## config.mk

```make
export PLATFORM = sky130hd
export DESIGN_NAME = tcam_match_encoder
export DESIGN_NICKNAME = d
export VERILOG_FILES = /design/src/rtl/tcam_enc_pkg.sv /design/src/rtl/priority_encoder_param.sv /design/src/rtl/tcam_match_encoder.sv
export SDC_FILE = /design/constraint.sdc
export NUM_CORES = 1
export LEC_CHECK = 0
export CORE_ASPECT_RATIO = 0.8
export CORE_UTILIZATION = 30
export DETAILED_ROUTE_END_ITERATION = 7
export SYNTH_ARGS = -nofsm -noshare
export SYNTH_HDL_FRONTEND = slang
export SYNTH_HIERARCHICAL = 1
export SYNTH_SLANG_ARGS = --single-unit
```

## constraint.sdc

```tcl
create_clock -name in_clk -period 3.55 [get_ports in_clk]
set_input_delay 0.71 -clock in_clk [delete_from_list [all_inputs] [get_ports in_clk]]
set_output_delay 0.71 -clock in_clk [all_outputs]
set_load 0.01 [all_outputs]
```

## src/rtl/tcam_enc_pkg.sv

```systemverilog
// Shared types and derived-width helper for the TCAM match-line encoder.
package tcam_enc_pkg;

   typedef enum logic [1:0] {
      IDLE,
      SCAN,
      OUT
   } state_t;

   function automatic int addr_w(input int depth);
      return (depth < 2) ? 1 : $clog2(depth);
   endfunction

endpackage

```

## src/rtl/priority_encoder_param.sv

```systemverilog
// Combinational highest-index-wins encoder over a DEPTH-bit vector.
module priority_encoder_param
   import tcam_enc_pkg::*;
#(
   parameter  int DEPTH  = 64,
   localparam int ADDR_W = addr_w(DEPTH)
) (
   input  logic [DEPTH-1:0]  vec,
   output logic [ADDR_W-1:0] idx,
   output logic              any
);

   // Later (higher) indices overwrite earlier ones, so the top set bit wins.
   always_comb begin
      idx = '0;
      any = 1'b0;
      for (int i = 0; i < DEPTH; i++) begin
         if (vec[i]) begin
            idx = ADDR_W'(i);
            any = 1'b1;
         end
      end
   end

endmodule

```

## src/rtl/tcam_match_encoder.sv

```systemverilog
// Handshaked TCAM match-line encoder: reports the highest match, or every
// match highest-first when MODE_ALL is set, with hit/multi/last flags.
module tcam_match_encoder
   import tcam_enc_pkg::*;
#(
   parameter  int DEPTH    = 64,
   parameter  bit MODE_ALL = 1'b0,
   localparam int ADDR_W   = addr_w(DEPTH)
) (
   input  logic              in_clk,
   input  logic              in_rst,
   input  logic              in_valid,
   output logic              in_ready,
   input  logic [DEPTH-1:0]  in_data,
   input  logic              in_flush,
   output logic              out_valid,
   input  logic              out_ready,
   output logic [ADDR_W-1:0] out_addr,
   output logic              out_hit,
   output logic              out_multi,
   output logic              out_last
);

   state_t             state;
   logic [DEPTH-1:0]   pending;
   logic               multi;
   logic [ADDR_W-1:0]  enc_idx;
   logic               enc_any;
   logic [DEPTH-1:0]   enc_onehot;
   logic [DEPTH-1:0]   done_onehot;

   priority_encoder_param #(.DEPTH(DEPTH)) u_prio (
      .vec (pending),
      .idx (enc_idx),
      .any (enc_any)
   );

   assign enc_onehot  = DEPTH'(1) << enc_idx;
   assign done_onehot = DEPTH'(1) << out_addr;

   // A flush in IDLE must refuse the vector offered in the same cycle.
   assign in_ready = (state == IDLE) && !in_rst && !in_flush;

   always_ff @(posedge in_clk) begin
      if (in_rst) begin
         state     <= IDLE;
         pending   <= '0;
         multi     <= 1'b0;
         out_valid <= 1'b0;
         out_addr  <= '0;
         out_hit   <= 1'b0;
         out_multi <= 1'b0;
         out_last  <= 1'b0;
      end else if (in_flush) begin
         state     <= IDLE;
         pending   <= '0;
         multi     <= 1'b0;
         out_valid <= 1'b0;
      end else begin
         case (state)
            IDLE: begin
               if (in_valid) begin
                  pending <= in_data;
                  multi   <= |(in_data & (in_data - DEPTH'(1)));
                  state   <= SCAN;
               end
            end
            SCAN: begin
               out_addr  <= enc_idx;
               out_hit   <= enc_any;
               out_multi <= enc_any & multi;
               // An empty vector also ends here: nothing remains after clearing.
               out_last  <= !MODE_ALL || ((pending & ~enc_onehot) == '0);
               out_valid <= 1'b1;
               state     <= OUT;
            end
            OUT: begin
               if (out_ready) begin
                  out_valid <= 1'b0;
                  if (out_last) begin
                     state <= IDLE;
                  end else begin
                     pending <= pending & ~done_onehot;
                     state   <= SCAN;
                  end
               end
            end
            default: state <= IDLE;
         endcase
      end
   end

endmodule
```

=== Word-level counts from Yosys, hierarchy flattened ===
Index checks and enable logic that the tools add are counted.
W data, S select, Z words.

* Register bits after elaboration: 77
* Latch bits: 0
* Bits in writable memories: 0
* Bits in read-only memories: 0
* Input bits: 69
* Output and inout port bits: 11
* Memories: 0

* $add $sub $neg: 1
* Multipliers: 0
* Div/mod/pow operators: 0
* $lt $le $gt $ge: 0
* Equal/unequal tests: 5
* Shifts and indexed selects: 1
* Multiplexer cells: 137
* Bitwise operators: 5
* Reduce and logical (&&, ||, !) cells: 14

{| class="wikitable"
|+ Operators by type and width
! operator !! number
|-
| $mux W6 || 32
|-
| $mux W64 || 3
|-
| $and A64 B64 Y64 || 2
|-
| $pmux W64 S2 || 1
|-
| $mux W5 || 16
|-
| $mux W1 || 67
|-
| $not A64 Y64 || 1
|-
| $reduce_or A64 Y1 || 1
|-
| $shl A1 B6 Y64 const A || 1
|-
| $sub A64 B1 Y64 const B || 1
|-
| $mux W4 || 8
|-
| $mux W3 || 4
|-
| $mux W2 || 4
|-
| $reduce_and A2 Y1 || 4
|-
| $ne A2 B2 Y1 const B || 3
|-
| $pmux W2 S3 || 1
|-
| $reduce_and A4 Y1 || 1
|-
| $reduce_bool A2 Y1 || 2
|-
| $eq A2 B1 Y1 const B || 1
|-
| $eq A2 B2 Y1 const B || 1
|-
| $logic_and A1 B1 Y1 || 2
|-
| $logic_not A1 Y1 || 2
|-
| $logic_not A2 Y1 || 1
|-
| $pmux W1 S2 || 1
|-
| 3 further kinds || 3
|}

=== Logic depth before layout (Yosys ltp) ===
* Depth after elaboration: 65
* Mapped depth: 9

=== Cells and area by module ===
Netlist, hierarchy kept.

{| class="wikitable"
|+ Modules (own cells, without submodules)
! module !! times used !! cells each !! area each (um^2)
|-
| tcam_match_encoder || 1 || 574 || 4244.1
|-
| priority_encoder_param || 1 || 143 || 827.0
|}

=== Worst setup path after synthesis ===
No wires, ideal clock.

* Kind: input-to-reg
* From: in in_data[16]
* To: reg multi
* Arrival time: 3633 ps
* Required time: 3431 ps
* Setup slack: -202 ps
* Stages: 9
* Buffers on the path: 1
* Cells stage by stage: or4_4 or4_4 or3_1 buf_2 or4_1 a32o_1 or4_4 nor4_2 nor2_1

* Cells in the longest elaborated chain, start to end: 3

{| class="wikitable"
|+ RTL lines
! element !! RTL line !! RTL
|-
| start, declared || tcam_match_encoder.sv:14 || <nowiki>input logic [DEPTH-1:0] in_data,</nowiki>
|-
| $sub A64 B1 Y64 || tcam_match_encoder.sv:64 || <nowiki>multi <= |(in_data & (in_data - DEPTH'(1)));</nowiki>
|-
| $and A64 B64 Y64 * || tcam_match_encoder.sv:64 ||
|-
| $reduce_or A64 Y1 * || tcam_match_encoder.sv:64 ||
|-
| end signal, assigned || tcam_match_encoder.sv:64 ||
|-
| end, declared || tcam_match_encoder.sv:26 || <nowiki>logic multi;</nowiki>
|}

Mark *: on every way between the ends. The rest lies on a longest branch, timed or not.
A chain may end at the register's enable or synchronous reset.

=== Worst setup path in the final report ===
* From: in in_data[10]
* To: reg multi

Same word-level chain as after synthesis.

==> results <==
- The CTS sink count is slightly below 80.
- The clock reaches the later pin of the worst-skew pair after 340 ps.
- The measured slew at the worst slew-check pin is 886 ps.
- The count of input and output buffers is 79.
- In this run, synthesis inferred 0 flip-flops with an integrated enable.
- The area of the core is 16600 um^2.
- The final period utilization is 99.2%.
- Setup repair after global routing could not meet its margin everywhere.
- The gate count after technology mapping is a little over 700.
- Power spread over the standard cell area amounts to 343 nW/um^2.
- Power comes to 2.44 mW.
- The number of max-cap violations is 0.
- No sink is reached through more buffers than the 2 on the longest clock path.
- The final instance area is 7120 um^2.
- The die covers approximately 17000 um^2.
- The netlist uses 60 different library cells.
- Clock-pin slew was measured on the worst setup and hold paths at 60 ps.
- The I/O pin count is 80.
- The routability-driven placement congestion ratio is ~0.96.
- The warning count from the yosys run is 6.
- The signed area change from the synthesized netlist to the final layout is 40.5%.
- The via count of the first global-routing pass is around 5700.
- The post-route clock skew is 6.52 ps.
- The number of CTS-inserted buffers is 9.
- In this run the register-to-register setup slack is 1210 ps.
- The final number of setup-violating endpoints is 0.
- In this run the worst hold path is classified as reg2reg.
- The number of pins exceeding their max-slew limit in the final report is 0.
- Before antenna repair, the detailed router went through 6 iterations.
- The post-layout utilization of the core is 43.0%.
- On the critical path, the stage with the largest delay is an instance of sky130_fd_sc_hd__or4_4.
- The post-synthesis sequential area ratio is between 30% and 40%.
- IR analysis of the VDD net gives a maximum drop of 0.203 mV.
- The worst endpoint required time is 3780 ps.
- The placed instance area is 6640 um^2.
- The achievable frequency is 0.284 GHz.
- The dominant register cell in the synthesized netlist is sky130_fd_sc_hd__dfxtp_1.
- Leaving out fill and tap cells, the most frequent cell in the layout is sky130_fd_sc_hd__nor2_1.
- The final number of hold-violating endpoints came to 0.
- The die is 118 um tall.
- The library cells used most frequently in the layout, excluding fill and tap cells, are sky130_fd_sc_hd__nor2_1, sky130_fd_sc_hd__buf_4, sky130_fd_sc_hd__nand2_1, sky130_fd_sc_hd__o21ai_0, sky130_fd_sc_hd__dfxtp_1.
- The cell chosen for the clock root is sky130_fd_sc_hd__clkbuf_16.
- The tightest hold path in the finished design has a slack of just over 500 ps.
- The proportion of layout cells with a drive suffix above 1 is 18.3%.
- In this run the cell area of the synthesized design comes to approximately 5000 um^2.
- Of all nets on the critical path, the largest fanout is 6.
- Counting the fill cells in the layout gives 1698.
- The H-tree generated during clock tree synthesis spans 3 levels.
- The worst relative slew slack is 40.7%.
- The first global-routing pass estimated 32.6 mm of wire.
- In this design, the stage delay of the slowest critical-path cell is around 540 ps.
- The initial core utilization is between 30 and 40%.
- After synthesis, the share of flip-flops with an asynchronous set or reset is 0%.
- The number of DRC violations after detailed routing is 0.
- In this run the static leakage power is between 2 and 3 nW.
- Dividing the detail-routed wire length by the instance count gives 19.2 um.
- The final layout contains 925 nets.
- By startpoint and endpoint, the worst setup path is classified as in2reg.
- TritonCTS built the clock tree.
- The largest net degree at the start of global routing is 71.
- The detailed router finished its first iteration with around 800 violations.
- The number of antenna violations at the first check in global routing was 0.
- For this run, the total global-route usage over all layers was measured as 24.2%.
- The detailed router placed ~6200 vias in this run.
- The via-per-instance ratio is 5.73.
- The run finished with clean final reports.
- The setup TNS after final layout is 0 ps.
- The antenna diode count is 0.
- The arrival time reported for the critical path endpoint is about 3800 ps.
- In this run the remaining antenna-violating nets after routing total 0.
- In this run the horizontal extent of the chip is 147 um.
- The element type at the critical path end is a register.
- The final global-route overflow total is 0.
- The average cell area after synthesis is slightly above 7 um^2.
- The final HPWL from detailed placement is 15.2 mm.
- The worst setup path is launched from a primary input.
- Synthesis produced a netlist with a net count of 786.
- The post-layout minimum cycle time is roughly 3500 ps.
- The register bit count reported by yosys is 77.
- The routed design has 20.7 mm of wire.
- Walking the worst path, the cells encountered are clkdlybuf4s15_1 > or3_4 > or4_4 > buf_6 > or4_4 > buf_4 > buf_16 > or3_4 > nor3_2 > o2111ai_2 > nor4_4 > nor2_1.
- The row count is 42.
## state kept, by name, summed over array words and instances (netlist names)
name / count
out_valid: 1
pending: 64
out_hit: 1
out_multi: 1
out_last: 1
state: 2
out_addr: 6
multi: 1
## repair_timing
item	CTS	global route
pin swaps	15	4
hold buffers	0	0
gates cloned	1	0
buffers inserted	5	0
resized for setup	37	7
setup endpoints to repair	1	1
## cells in the mapped netlist, types with 2 or more instances
cell type,number,area (um^2)
sky130_fd_sc_hd__nor2_1,122,458
sky130_fd_sc_hd__nand2_1,86,323
sky130_fd_sc_hd__o21ai_0,84,420
sky130_fd_sc_hd__dfxtp_1,77,1540
sky130_fd_sc_hd__a22oi_1,66,495
sky130_fd_sc_hd__clkbuf_1,35,131
sky130_fd_sc_hd__a21oi_1,21,105
sky130_fd_sc_hd__nor3_1,18,90.1
sky130_fd_sc_hd__nor4_1,17,106
sky130_fd_sc_hd__inv_1,16,60.1
sky130_fd_sc_hd__nand3_1,14,70.1
sky130_fd_sc_hd__or3_1,13,81.3
sky130_fd_sc_hd__o31ai_1,9,67.6
sky130_fd_sc_hd__or4_1,9,67.6
sky130_fd_sc_hd__buf_1,8,30.0
sky130_fd_sc_hd__nand4_1,8,50.1
sky130_fd_sc_hd__mux2i_1,7,70.1
sky130_fd_sc_hd__nand2b_1,7,43.8
sky130_fd_sc_hd__nand3b_1,7,52.6
sky130_fd_sc_hd__nor4_2,7,87.6
sky130_fd_sc_hd__or2_2,7,43.8
sky130_fd_sc_hd__a211oi_1,6,45.0
sky130_fd_sc_hd__o21bai_1,6,45.0
sky130_fd_sc_hd__o41ai_1,6,52.6
sky130_fd_sc_hd__a2111oi_0,5,43.8
sky130_fd_sc_hd__a41oi_1,4,35.0
sky130_fd_sc_hd__or3b_2,4,35.0
sky130_fd_sc_hd__a21boi_0,3,22.5
sky130_fd_sc_hd__and3_1,3,18.8
sky130_fd_sc_hd__or4_4,3,33.8
sky130_fd_sc_hd__maj3_1,2,20.0
sky130_fd_sc_hd__nand3_2,2,20.0
sky130_fd_sc_hd__nand4b_1,2,17.5
sky130_fd_sc_hd__nor2b_1,2,12.5
sky130_fd_sc_hd__o2111ai_1,2,17.5
sky130_fd_sc_hd__o21a_1,2,15.0
sky130_fd_sc_hd__o22ai_1,2,12.5
sky130_fd_sc_hd__o311a_1,2,20.0
sky130_fd_sc_hd__o31a_1,2,17.5
## layer usage
| layer | vias up | GRT usage [%] | routed length, um |
|---|---|---|---|
| met4 | 0 | 6.44 | 390 |
| met1 | 2882 | 35.8 | 9660 |
| met3 | 32 | 5.83 | 2140 |
| li1 | 2943 | - | - |
| met2 | 336 | 34.4 | 8550 |
| met5 | - | 0 | 0 |
## layout make-up
type / instances / area (um^2) / area share [%]
repair buffers: 172 / 1500 / 21.1
flip-flops and latches: 77 / 1540 / 21.6
multi-input cells: 580 / 3450 / 48.4
clock inverters: 3 / 46.3 / 0.650
inverters: 16 / 60.1 / 0.843
well taps: 220 / 275 / 3.86
clock buffers: 12 / 246 / 3.46
## report_power, final
group,internal [mW],switching (mW)
Combinational,0.260,0.316
Sequential,0.893,0.0394
Clock,0.562,0.372
Total,1.71,0.728
## through the flow
| stage | cells | setup WS (ps) |
|---|---|---|
| after global placement | 1059 | -641 |
| after CTS | 1080 | 17.7 |
| final | 1080 | 27.7 |
| after global routing | 1080 | -89.4 |
| after detailed placement | 1059 | -708 |
| after floorplan | 717 | -167 |
## kinds of logic after synthesis
logic type | synth area share (%)
mux | 1.38
flops | 30.4
simple gates | 32.9
buf+inv | 4.47
fa+ha+maj | 0.395
compound gates | 30.5
## worst paths after layout
path                                       startpoint                       end  depth (start not counted)
worst max-delay path                      in_data[10]        multi$_SDFFE_PP0P_                         12
worst min-delay path             out_hit$_SDFFE_PP0P_      out_hit$_SDFFE_PP0P_                          2
worst max register to register  state[1]$_SDFFE_PP0P_  pending[54]$_SDFFE_PP0P_                          7
worst min register to register   out_hit$_SDFFE_PP0P_      out_hit$_SDFFE_PP0P_                          2
## critical path: cells and delay by family
| kind | cells | cell delay, ps |
|---|---|---|
| AND/OR/NAND/NOR | 7 | 2240 |
| buffers and inverters | 4 | 620 |
| AO/OA/AOI/OAI | 1 | 190 |
Note: power is estimated with default switching activity, not from simulation.
